===== src/rtl/dct4_2d_seq_if.sv =====
// Row-in / column-out handshake bundle for the 4x4 two-pass DCT block.
interface dct4_2d_seq_if;
  logic               inverse;
  logic               i_valid;
  logic               i_ready;
  logic signed [15:0] i_row0, i_row1, i_row2, i_row3;
  logic               o_valid;
  logic               o_last;
  logic signed [15:0] o_data0, o_data1, o_data2, o_data3;
  logic               busy;

  modport slave (
    input  inverse, i_valid, i_row0, i_row1, i_row2, i_row3,
    output i_ready, o_valid, o_last, o_data0, o_data1, o_data2, o_data3, busy
  );

  modport master (
    output inverse, i_valid, i_row0, i_row1, i_row2, i_row3,
    input  i_ready, o_valid, o_last, o_data0, o_data1, o_data2, o_data3, busy
  );
endinterface


===== src/rtl/dct4_2d_seq.sv =====
// 4x4 forward/inverse 2D DCT: rows in, pass 1 into a transpose buffer,
// pass 2 over buffer columns, one result column per beat out.

module dct4_lane #(
  parameter int LANE  = 0,
  parameter int VEC_W = 16,
  parameter int SUM_W = 27
) (
  input  logic                        clk,
  input  logic                        rst,
  input  logic                        en_i,
  input  logic                        inv_i,
  input  logic [3:0][VEC_W-1:0]       x_i,
  input  logic [3:0]                  shift_i,
  output logic signed [VEC_W-1:0]     res_o
);
  localparam logic signed [SUM_W-1:0] MAXV = SUM_W'(32767);
  localparam logic signed [SUM_W-1:0] MINV = -SUM_W'(32768);

  logic signed [SUM_W-1:0] sum_d, sum_q, rnd, shd;

  function automatic logic signed [7:0] mcoef(input logic [1:0] r, input logic [1:0] c);
    logic signed [7:0] v;
    v = 8'sd64;
    case (r)
      2'd0: v = 8'sd64;
      2'd1: case (c) 2'd0: v = 8'sd83; 2'd1: v = 8'sd36; 2'd2: v = -8'sd36; default: v = -8'sd83; endcase
      2'd2: v = (c == 2'd0 || c == 2'd3) ? 8'sd64 : -8'sd64;
      default: case (c) 2'd0: v = 8'sd36; 2'd1: v = -8'sd83; 2'd2: v = 8'sd83; default: v = -8'sd36; endcase
    endcase
    return v;
  endfunction

  // Lane LANE produces output element LANE; inverse walks the transposed row.
  always_comb begin
    sum_d = '0;
    for (int n = 0; n < 4; n++) begin
      sum_d = sum_d + SUM_W'(signed'(x_i[n])) *
              SUM_W'(inv_i ? mcoef(2'(n), 2'(LANE)) : mcoef(2'(LANE), 2'(n)));
    end
  end

  always_ff @(posedge clk or negedge rst) begin
    if (!rst)      sum_q <= '0;
    else if (en_i) sum_q <= sum_d;
  end

  always_comb begin
    rnd   = sum_q + (SUM_W'(1) << (shift_i - 4'd1));
    shd   = rnd >>> shift_i;
    res_o = shd[VEC_W-1:0];
    if (shd > MAXV)      res_o = 16'sh7fff;
    else if (shd < MINV) res_o = 16'sh8000;
  end
endmodule

module dct4_2d_seq (
  input  logic         clk,
  input  logic         rst,
  dct4_2d_seq_if.slave io
);
  localparam int NUM_LANES = 4;
  localparam int VEC_W     = 16;
  localparam int SUM_W     = 27;
  localparam int STAGES    = 1;

  typedef enum logic [2:0] {IDLE, LOAD, DRAIN1, PASS2, OUT} state_t;

  state_t                               state_q, state_d;
  logic [2:0]                           row_cnt_q, row_cnt_d;
  logic [1:0]                           col_cnt_q, col_cnt_d;
  logic [1:0]                           wr_cnt_q;
  logic                                 mode_q, mode_d;
  logic [STAGES:0]                      vld_pipe;
  logic                                 p2_q, last_q;
  logic [NUM_LANES-1:0][VEC_W-1:0]      row_q, col_rd, x_mux, res, o_data_q;
  logic [NUM_LANES-1:0][NUM_LANES-1:0][VEC_W-1:0] tbuf_q;
  logic                                 o_valid_q, o_last_q;
  logic                                 rdy, accept, issue, wr1, wr2;
  logic [3:0]                           shift;

  assign rdy    = (state_q == IDLE) || (state_q == LOAD);
  assign accept = io.i_valid && rdy;
  assign issue  = (state_q == PASS2);
  // vld_pipe[1] carries either a pass-1 row or a pass-2 column; p2_q tells which.
  assign wr1    = vld_pipe[1] && !p2_q;
  assign wr2    = vld_pipe[1] && p2_q;
  assign shift  = p2_q ? (mode_q ? 4'd12 : 4'd8) : (mode_q ? 4'd7 : 4'd1);

  for (genvar n = 0; n < NUM_LANES; n++) begin : g_col
    assign col_rd[n] = tbuf_q[n][col_cnt_q];
  end

  // Passes never overlap in the shared datapath, so a plain mux suffices.
  assign x_mux = vld_pipe[0] ? row_q : col_rd;

  for (genvar k = 0; k < NUM_LANES; k++) begin : g_lane
    dct4_lane #(.LANE(k), .VEC_W(VEC_W), .SUM_W(SUM_W)) u_lane (
      .clk     (clk),
      .rst     (rst),
      .en_i    (vld_pipe[0] | issue),
      .inv_i   (mode_q),
      .x_i     (x_mux),
      .shift_i (shift),
      .res_o   (res[k])
    );
  end

  always_comb begin
    state_d   = state_q;
    row_cnt_d = row_cnt_q;
    col_cnt_d = col_cnt_q;
    mode_d    = mode_q;
    case (state_q)
      IDLE: if (accept) begin
        state_d   = LOAD;
        row_cnt_d = 3'd1;
        mode_d    = io.inverse;
      end
      LOAD: if (accept) begin
        if (row_cnt_q == 3'd3) begin
          state_d   = DRAIN1;
          row_cnt_d = 3'd0;
        end else begin
          row_cnt_d = row_cnt_q + 3'd1;
        end
      end
      DRAIN1: if (wr1 && wr_cnt_q == 2'd3) begin
        state_d   = PASS2;
        col_cnt_d = 2'd0;
      end
      PASS2: begin
        col_cnt_d = col_cnt_q + 2'd1;
        if (col_cnt_q == 2'd3) state_d = OUT;
      end
      OUT: if (o_last_q) state_d = IDLE;
      default: state_d = IDLE;
    endcase
  end

  always_ff @(posedge clk or negedge rst) begin
    if (!rst) begin
      state_q   <= IDLE;
      row_cnt_q <= '0;
      col_cnt_q <= '0;
      wr_cnt_q  <= '0;
      mode_q    <= 1'b0;
      vld_pipe  <= '0;
      p2_q      <= 1'b0;
      last_q    <= 1'b0;
      row_q     <= '0;
      o_valid_q <= 1'b0;
      o_last_q  <= 1'b0;
      o_data_q  <= '0;
    end else begin
      state_q     <= state_d;
      row_cnt_q   <= row_cnt_d;
      col_cnt_q   <= col_cnt_d;
      mode_q      <= mode_d;
      vld_pipe[0] <= accept;
      vld_pipe[1] <= vld_pipe[0] | issue;
      p2_q        <= issue;
      last_q      <= issue && (col_cnt_q == 2'd3);
      if (accept) begin
        row_q[0] <= io.i_row0;
        row_q[1] <= io.i_row1;
        row_q[2] <= io.i_row2;
        row_q[3] <= io.i_row3;
      end
      if (wr1) wr_cnt_q <= wr_cnt_q + 2'd1;
      o_valid_q <= wr2;
      o_last_q  <= wr2 && last_q;
      if (wr2) o_data_q <= res;
    end
  end

  // Transpose buffer contents are don't-care after reset, so no reset here.
  always_ff @(posedge clk) begin
    if (wr1) tbuf_q[wr_cnt_q] <= res;
  end

  assign io.i_ready = rdy;
  assign io.busy    = (state_q != IDLE);
  assign io.o_valid = o_valid_q;
  assign io.o_last  = o_last_q;
  assign io.o_data0 = o_data_q[0];
  assign io.o_data1 = o_data_q[1];
  assign io.o_data2 = o_data_q[2];
  assign io.o_data3 = o_data_q[3];
endmodule


===== src/flat_wrapper.sv =====
// flat-port wrapper written by rule: the top's interface ports become plain ports
module dct4_2d_seq_flat 
  (clk, rst, io_inverse, io_i_valid, io_i_row0, io_i_row1, io_i_row2, io_i_row3, io_i_ready, io_o_valid, io_o_last, io_o_data0, io_o_data1, io_o_data2, io_o_data3, io_busy);
  dct4_2d_seq_if io_i ();
  input  logic clk;
  input  logic rst;
  input wire logic [$bits(io_i.inverse)-1:0] io_inverse;
  input wire logic [$bits(io_i.i_valid)-1:0] io_i_valid;
  input wire logic [$bits(io_i.i_row0)-1:0] io_i_row0;
  input wire logic [$bits(io_i.i_row1)-1:0] io_i_row1;
  input wire logic [$bits(io_i.i_row2)-1:0] io_i_row2;
  input wire logic [$bits(io_i.i_row3)-1:0] io_i_row3;
  output wire logic [$bits(io_i.i_ready)-1:0] io_i_ready;
  output wire logic [$bits(io_i.o_valid)-1:0] io_o_valid;
  output wire logic [$bits(io_i.o_last)-1:0] io_o_last;
  output wire logic [$bits(io_i.o_data0)-1:0] io_o_data0;
  output wire logic [$bits(io_i.o_data1)-1:0] io_o_data1;
  output wire logic [$bits(io_i.o_data2)-1:0] io_o_data2;
  output wire logic [$bits(io_i.o_data3)-1:0] io_o_data3;
  output wire logic [$bits(io_i.busy)-1:0] io_busy;
  assign io_i.inverse = io_inverse;
  assign io_i.i_valid = io_i_valid;
  assign io_i.i_row0 = io_i_row0;
  assign io_i.i_row1 = io_i_row1;
  assign io_i.i_row2 = io_i_row2;
  assign io_i.i_row3 = io_i_row3;
  assign io_i_ready = io_i.i_ready;
  assign io_o_valid = io_i.o_valid;
  assign io_o_last = io_i.o_last;
  assign io_o_data0 = io_i.o_data0;
  assign io_o_data1 = io_i.o_data1;
  assign io_o_data2 = io_i.o_data2;
  assign io_o_data3 = io_i.o_data3;
  assign io_busy = io_i.busy;
  dct4_2d_seq u_core (.clk(clk), .rst(rst), .io(io_i));
endmodule

===== config.mk =====
export PLATFORM = sky130hd
export DESIGN_NAME = dct4_2d_seq_flat
export DESIGN_NICKNAME = d
export VERILOG_FILES = /design/src/rtl/dct4_2d_seq_if.sv /design/src/rtl/dct4_2d_seq.sv /design/src/flat_wrapper.sv
export SDC_FILE = /design/constraint.sdc
export NUM_CORES = 2
export LEC_CHECK = 0
export ABC_AREA = 1
export BUFFER_PORTS_ARGS = -buffer_cell sky130_fd_sc_hd__buf_2
export CAP_MARGIN = 20
export CORE_ASPECT_RATIO = 0.7
export CORE_MARGIN = 4
export CORE_UTILIZATION = 60
export DETAILED_ROUTE_END_ITERATION = 10
export HOLD_SLACK_MARGIN = 0.05
export PLACE_DENSITY = 0.85
export SETUP_SLACK_MARGIN = 0.4
export SYNTH_ARGS = -nofsm -noshare
export SYNTH_HDL_FRONTEND = slang
export SYNTH_SLANG_ARGS = --single-unit
export TNS_END_PERCENT = 30

===== constraint.sdc =====
create_clock -name clk -period 26.6 [get_ports clk]
set_clock_uncertainty 0.1 [all_clocks]
set_input_delay 3.99 -clock clk [delete_from_list [all_inputs] [get_ports clk]]
set_output_delay 3.99 -clock clk [all_outputs]
set_load 0.02 [all_outputs]

Word-level counts from Yosys, hierarchy flattened
Index checks and enable logic that the tools add are counted.
- add/subtract/negate cells: 21
- multiply operators: 12
- divide/modulo/power cells: 0
- $lt $le $gt $ge: 11
- eq/ne operators: 13
- shifts and indexed selects: 5
- mux-type cells: 41
- bitwise logic cells: 1
- reductions and logical operators: 17
- operators with widths (operator ; count):
    bitwise mux 256 bit ; 1
    two-way mux 16 bit ; 12
    adder 27 bit ; 6
    multiplier 16 x 8 -> 24 bit ; 6
    binary-select mux 16 bit (select 2 bit) ; 4
    demux 64 bit (select 2 bit) ; 1
    two-way mux 64 bit ; 2
    greater-than comparator 27 x 16 -> 1 bit, second input constant ; 4
    < comparator 27 x 16 -> 1 bit, second input constant ; 4
    >>> shifter 27 x 4 -> 27 bit ; 4
    adder 26 x 24 -> 27 bit ; 2
    multiplier 16 x 8 -> 24 bit, second input constant ; 2
    multiplier 16 x 7 -> 23 bit ; 2
    multiplier 16 x 5 -> 21 bit, second input constant ; 2
    two-way mux 3 bit ; 10
    adder 24 x 27 -> 27 bit ; 1
    adder 27 x 23 -> 27 bit ; 1
    left shift 1 x 4 -> 27 bit, first input constant ; 1
    adder 25 x 22 -> 26 bit ; 1
    adder 25 x 23 -> 26 bit ; 1
    adder 22 x 24 -> 25 bit ; 1
    adder 24 x 23 -> 25 bit ; 1
    adder 24 x 24 -> 25 bit ; 1
    adder 22 x 23 -> 24 bit ; 1
    other kinds (29) ; 50
- register bits after elaboration: 509
- bits in latches: 0
- RAM bits: 0
- bits in read-only memories: 0
- input port bits: 68
- memories: 0

Longest topological paths before layout
- depth in word-level cells: 10
- depth in mapped cells: 49

Cells and area by module
From an unflattened synthesis, not the netlist that was laid out.
- cell total of the unflattened synthesis: 8498
- area total of the unflattened synthesis: 66059.6 um^2
- by module, submodules not included (module ; times used ; cells each ; area each (um^2) ; sequential area each (um^2)):
    dct4_2d_seq ; 1 ; 1465 ; 15797.7 ; 11315.9
    dct4_lane at u_core.g_lane[3].u_lane ; 1 ; 2024 ; 15072.0 ; 675.6
    dct4_lane at u_core.g_lane[1].u_lane ; 1 ; 1912 ; 14067.2 ; 675.6
    dct4_lane at u_core.g_lane[2].u_lane ; 1 ; 1710 ; 11652.4 ; 675.6
    dct4_lane at u_core.g_lane[0].u_lane ; 1 ; 1387 ; 9470.3 ; 675.6

Worst setup path before layout
Ideal clock, no wire load.
- path kind: reg2reg
- start: register u_core.col_cnt_q[0]
- end: register u_core.g_lane[1].u_lane.sum_q[26]
- library setup time: 130 ps
- data arrival time: 8728 ps
- required time: 26370 ps
- slack: 17642 ps
- stages on the path, launching flop included: 40
- buffers on the path: 5
- cells stage by stage: dfrtp_1 -> inv_2 -> buf_6 -> buf_2 -> buf_2 -> clkbuf_1 -> clkbuf_1 -> nor2_1 -> o22ai_1 -> nand2_1 -> o21ai_0 -> ha_1 -> ha_1 -> fa_1 -> a21oi_1 -> o21bai_1 -> a21oi_1 -> nor2_1 -> (+4 left out) -> ha_1 -> inv_1 -> fa_1 -> fa_1 -> fa_1 -> fa_1 -> inv_1 -> fa_1 -> ha_1 -> nand2_1 -> nor4_1 -> a21oi_1 -> o21ai_0 -> nor3b_1 -> nand2_1 -> a31o_2 -> nand3_1 -> o21ai_0
- word-level cells in the longest chain between the ends: 7
- elaborated cells on any way between the ends: 16
- those cells by class: 3 x add/sub; 4 x mul; 9 x mux
- ends and longest elaborated chain (what ; line ; source):
    start: declaration ; dct4_2d_seq.sv:71 ; logic [1:0] col_cnt_q, col_cnt_d;
    start signal: assignment ; dct4_2d_seq.sv:158 ; col_cnt_q <= col_cnt_d;
    binary-select mux 16 bit (select 2 bit) ; dct4_2d_seq.sv:91 ; assign col_rd[n] = tbuf_q[n][col_cnt_q];
    two-way mux 16 bit (implied by the code) ; dct4_2d_seq.sv:91 ;
    two-way mux 64 bit (*) ; dct4_2d_seq.sv:95 ; assign x_mux = vld_pipe[0] ? row_q : col_rd;
    multiplier 16 x 8 -> 24 bit / multiplier 16 x 5 -> 21 bit (equally long branches) ; dct4_2d_seq.sv:38 ; sum_d = sum_d + SUM_W'(signed'(x_i[n])) *
    adder 24 x 23 -> 25 bit ; dct4_2d_seq.sv:38 ;
    adder 25 x 23 -> 26 bit ; dct4_2d_seq.sv:38 ;
    adder 26 x 24 -> 27 bit (*) ; dct4_2d_seq.sv:38 ;
    end signal: assignment ; dct4_2d_seq.sv:45 ; else if (en_i) sum_q <= sum_d;
    end: declaration ; dct4_2d_seq.sv:20 ; logic signed [SUM_W-1:0] sum_d, sum_q, rnd, shd;
Every way passes the cells marked *; elsewhere a longest branch is shown, timed or not. The select of a mux whose other input is x is not followed.
A chain may end at the register's enable or synchronous reset.

Final worst setup path
- start: register u_core.col_cnt_q[0]
- end: register u_core.g_lane[2].u_lane.sum_q[25]
- word-level cells in the longest chain between the ends: 7
- elaborated cells on any way between the ends: 15
- those cells by class: 4 x add/sub; 2 x mul; 9 x mux
- ends and longest elaborated chain (what ; line):
    binary-select mux 16 bit (select 2 bit) ; dct4_2d_seq.sv:91
    two-way mux 16 bit (implied by the code) ; dct4_2d_seq.sv:91
    two-way mux 64 bit (*) ; dct4_2d_seq.sv:95
    multiplier 16 x 7 -> 23 bit ; dct4_2d_seq.sv:38
    adder 22 x 23 -> 24 bit ; dct4_2d_seq.sv:38
    adder 24 x 27 -> 27 bit ; dct4_2d_seq.sv:38
    adder 27 bit (*) ; dct4_2d_seq.sv:38
    end signal: assignment ; dct4_2d_seq.sv:45
    end: declaration ; dct4_2d_seq.sv:20
Marked as above.

==> results.ini <==
[run_status]
outcome=finished clean

[synth]
async_reset_ff_share_pct=49.71
yosys_most_used_dff=edfxtp_1
netlist_area_mm2=0.06387
muxShareOfSynthArea_pct=0.09403
netlist_top_cells_area=fa_1 (19%), ha_1 (16%), edfxtp_1 (12%), nand2_1 (10%), dfrtp_1 (9.9%)
share_of_synthesized_cell_area_in_and_or_nand_and_nor_gates_pct=21.11
post_synth_inst_count=8015
synthDistinctLibCells=62
synth.top_cells.by_count=nand2_1 (1776), inv_1 (1520), ha_1 (800)
synthesized_area_fraction_occupied_by_ao_oa_aoi_and_oai_cells_pct=8.265
seq_area_frac_synth_pct=21.95
synth_register_bits=509
post-synth-top-count-cell=nand2_1
main_combinational_cell_family_by_area_after_synthesis=adder cells
synth.avg_cell_area_um2=7.969
post_synth_fa_ha_maj_area_fraction_pct=34.57
synth.yosys.warnings=0
netlist.top_cell.by_area=fa_1
post_synth_xor_area_fraction_pct=3.195
synth_edf_count=256
netlist.area_leader.share_pct=18.90

[route]
detail_route.iter0.violations=6584
wl_per_cell_um=23.12
routed-via-count=56090
number_of_iterations_in_the_first_detailed_routing_pass=8
route.detailed.drc=0
finalWirelength_um=220500
route.antenna.remaining_nets=0
vias_per_cell=5.882

[sta]
finalCriticalPeriod_ns=11.40
finalCritPeriodShare_pct=42.84
fin_setup_tns_ns=0
final_setup_fails=0
rsz_0062_raised_after_global_routing=no
slew-limit-headroom_pct=12.21
slew_viol_final=0
timing.final.hold_violations=0
worst-slew-pin-transition_ns=1.312
fmax_ghz=0.08775

[cts]
postCtsSetupBuffers=0
tritoncts.num_buffers=50
postCtsResizedCells=0
clock_tree.htree_level_count=2
clkSlewWorstSetupHoldPaths_ns=0.06
cts-root-buf=clkbuf_16
clockBufferDepth=3
cts_tree=yes
cts_hold_bufs=0
clkLatencyLatePin_ns=0.64
tritoncts_num_sinks=509

[critical_path]
path_class=register to register
path_max_fanout=65
end_kind=register
cp_common_cell=nand2_1
crit_path_max_incr_delay_ns=0.87
worst-endpoint-arrival_ns=11.79
critPathRequiredTime_ns=26.99
setup.worst_path.start_class=register
cpMaxStageDelayCell=dfrtp_4

[floorplanning]
rows=99
design.portCount=136
die-area_mm2=0.1118
core_box_area_mm2=0.1049
die_x_um=398.0
die_h_um=281.0
starting_utilization_of_the_core_area_pct=60.88

[worst_hold_path]
min-delay-path-class=register to register

[place]
io_buffers=135
place_hpwl_um=182600
final_weighted_congestion_of_routability_driven_global_placement=1.040

[global_route]
wire_length_of_the_first_global_routing_pass_um=333800
grt_antenna_before_repair=11
globalRouteTotalUtil_pct=39.52
grt_remaining_overflow=0
first_global_vias=54110
largest_net_degree_at_the_start_of_global_routing=150

[finish]
drive_above_1_share_pct=6.519
flow.area_growth_from_synthesis_pct=6.016
final_net_count=9544
n_fill_cell=8923

[flow_run]
cap_viol_max_count=0

[worst max-delay path: cells and delay by family, from the launching register on]
family                     cells  cell delay [ns]
AOI/OAI and AO/OA             10             2.95
xor gates and xnor gates       1             0.22
adders and majority gates     10             4.25
buffers and inverters          6             1.45
DFF                            1             0.87
and+or+nand+nor               11             1.36
[placed cells by master, fill, tap and decap left out, types with 16 or more instances in the layout]
cell type and n:
nand2_1 1775, inv_1 1518, ha_1 799, nand3_1 614, fa_1 603, o21ai_0 484, nor2_1 434, a21oi_1 256
edfxtp_1 256, dfrtp_1 250, xor2_1 139, buf_2 134, xnor2_1 94, buf_4 85, nand2_2 77, nand4_1 53
clkbuf_16 51, o22ai_1 45, nand3_2 36, o21ai_1 30, nor3_1 29, or2_2 28, nor2_2 27, o21bai_1 26
a31oi_1 26, o211ai_1 24, o221ai_1 18, conb_1 16
[routing by layer]
layer | up-vias | share of wire, % | global-route usage [%]
li1 | 25550 | - | -
met1 | 26760 | 41 | 56.81
met2 | 3314 | 40 | 54.66
met3 | 475 | 15 | 14.76
met4 | 2 | 4.3 | 13.57
met5 | - | 0.0068 | 0
[final cells by class]
class	count	area [µm²]	area share (%)
clock buffers	63	1341	1.981
flip-flops and latches	509	14030	20.72
repair buffers	225	1406	2.077
multi-input cells	5750	43060	63.59
inverters	1537	5786	8.544
clock inverters	31	301.5	0.4453
well taps	1414	1769	2.613
diodes	7	17.52	0.02587
[cells by family after synthesis]
kind of cell	Yosys count
AOI/OAI and AO/OA	965
xor gates and xnor gates	233
adders and majority gates	1403
buffers and inverters	1770
DFF	509
muxes	6
other	2
and+or+nand+nor	3127
[sequential cells by signal, summed over array words and instances, names as in the netlist]
name / flops
u_core.state_q: 3
u_core.g_lane.u_lane.sum_q: 108
u_core.row_q: 64
u_core.io.o_valid: 1
u_core.mode_q: 1
u_core.row_cnt_q: 3
u_core.p2_q: 1
u_core.vld_pipe: 2
u_core.last_q: 1
u_core.tbuf_q: 256
u_core.io.o_data2: 16
u_core.io.o_data3: 16
u_core.io.o_data0: 16
u_core.col_cnt_q: 2
u_core.io.o_last: 1
u_core.io.o_data1: 16
u_core.wr_cnt_q: 2
[per-stage QoR]
stage | hold slack [ns] | instances | util [%] | area [µm²] | setup WS, ns
2_1_floorplan | 0.3436 | 8029 | - | 63920 | 17.64
3_3_place_gp | 0.3536 | 9432 | 62.91 | 66010 | 15.64
3_5_place_dp | 0.3612 | 9433 | 62.93 | 66020 | 15.50
4_1_cts | 0.3773 | 9527 | 64.49 | 67660 | 15.48
5_1_grt | 0.3912 | 9529 | 64.52 | 67690 | 14.74
6_report | 0.3720 | 9536 | 64.54 | 67710 | 15.20
[final timing paths]
kind / start / to / slack (ns) / cells past startpoint
worst min register to register: u_core.io.o_data1[10] / u_core.io.o_data1[10] / 0.37 / 2
max in group asynchronous: rst / u_core.row_q[30] / 21.72 / 2
min in group asynchronous: rst / u_core.io.o_data1[15] / 3.29 / 1
worst min-delay path: u_core.io.o_data1[10] / u_core.io.o_data1[10] / 0.37 / 2
worst max-delay path: u_core.col_cnt_q[0] / u_core.g_lane[2].u_lane.sum_q[25] / 15.20 / 38
worst max register to register: u_core.col_cnt_q[0] / u_core.g_lane[2].u_lane.sum_q[25] / 15.20 / 38
Power is not shown: default switching activity piles up to over one toggle a cycle in this logic, so the estimate is an artifact.
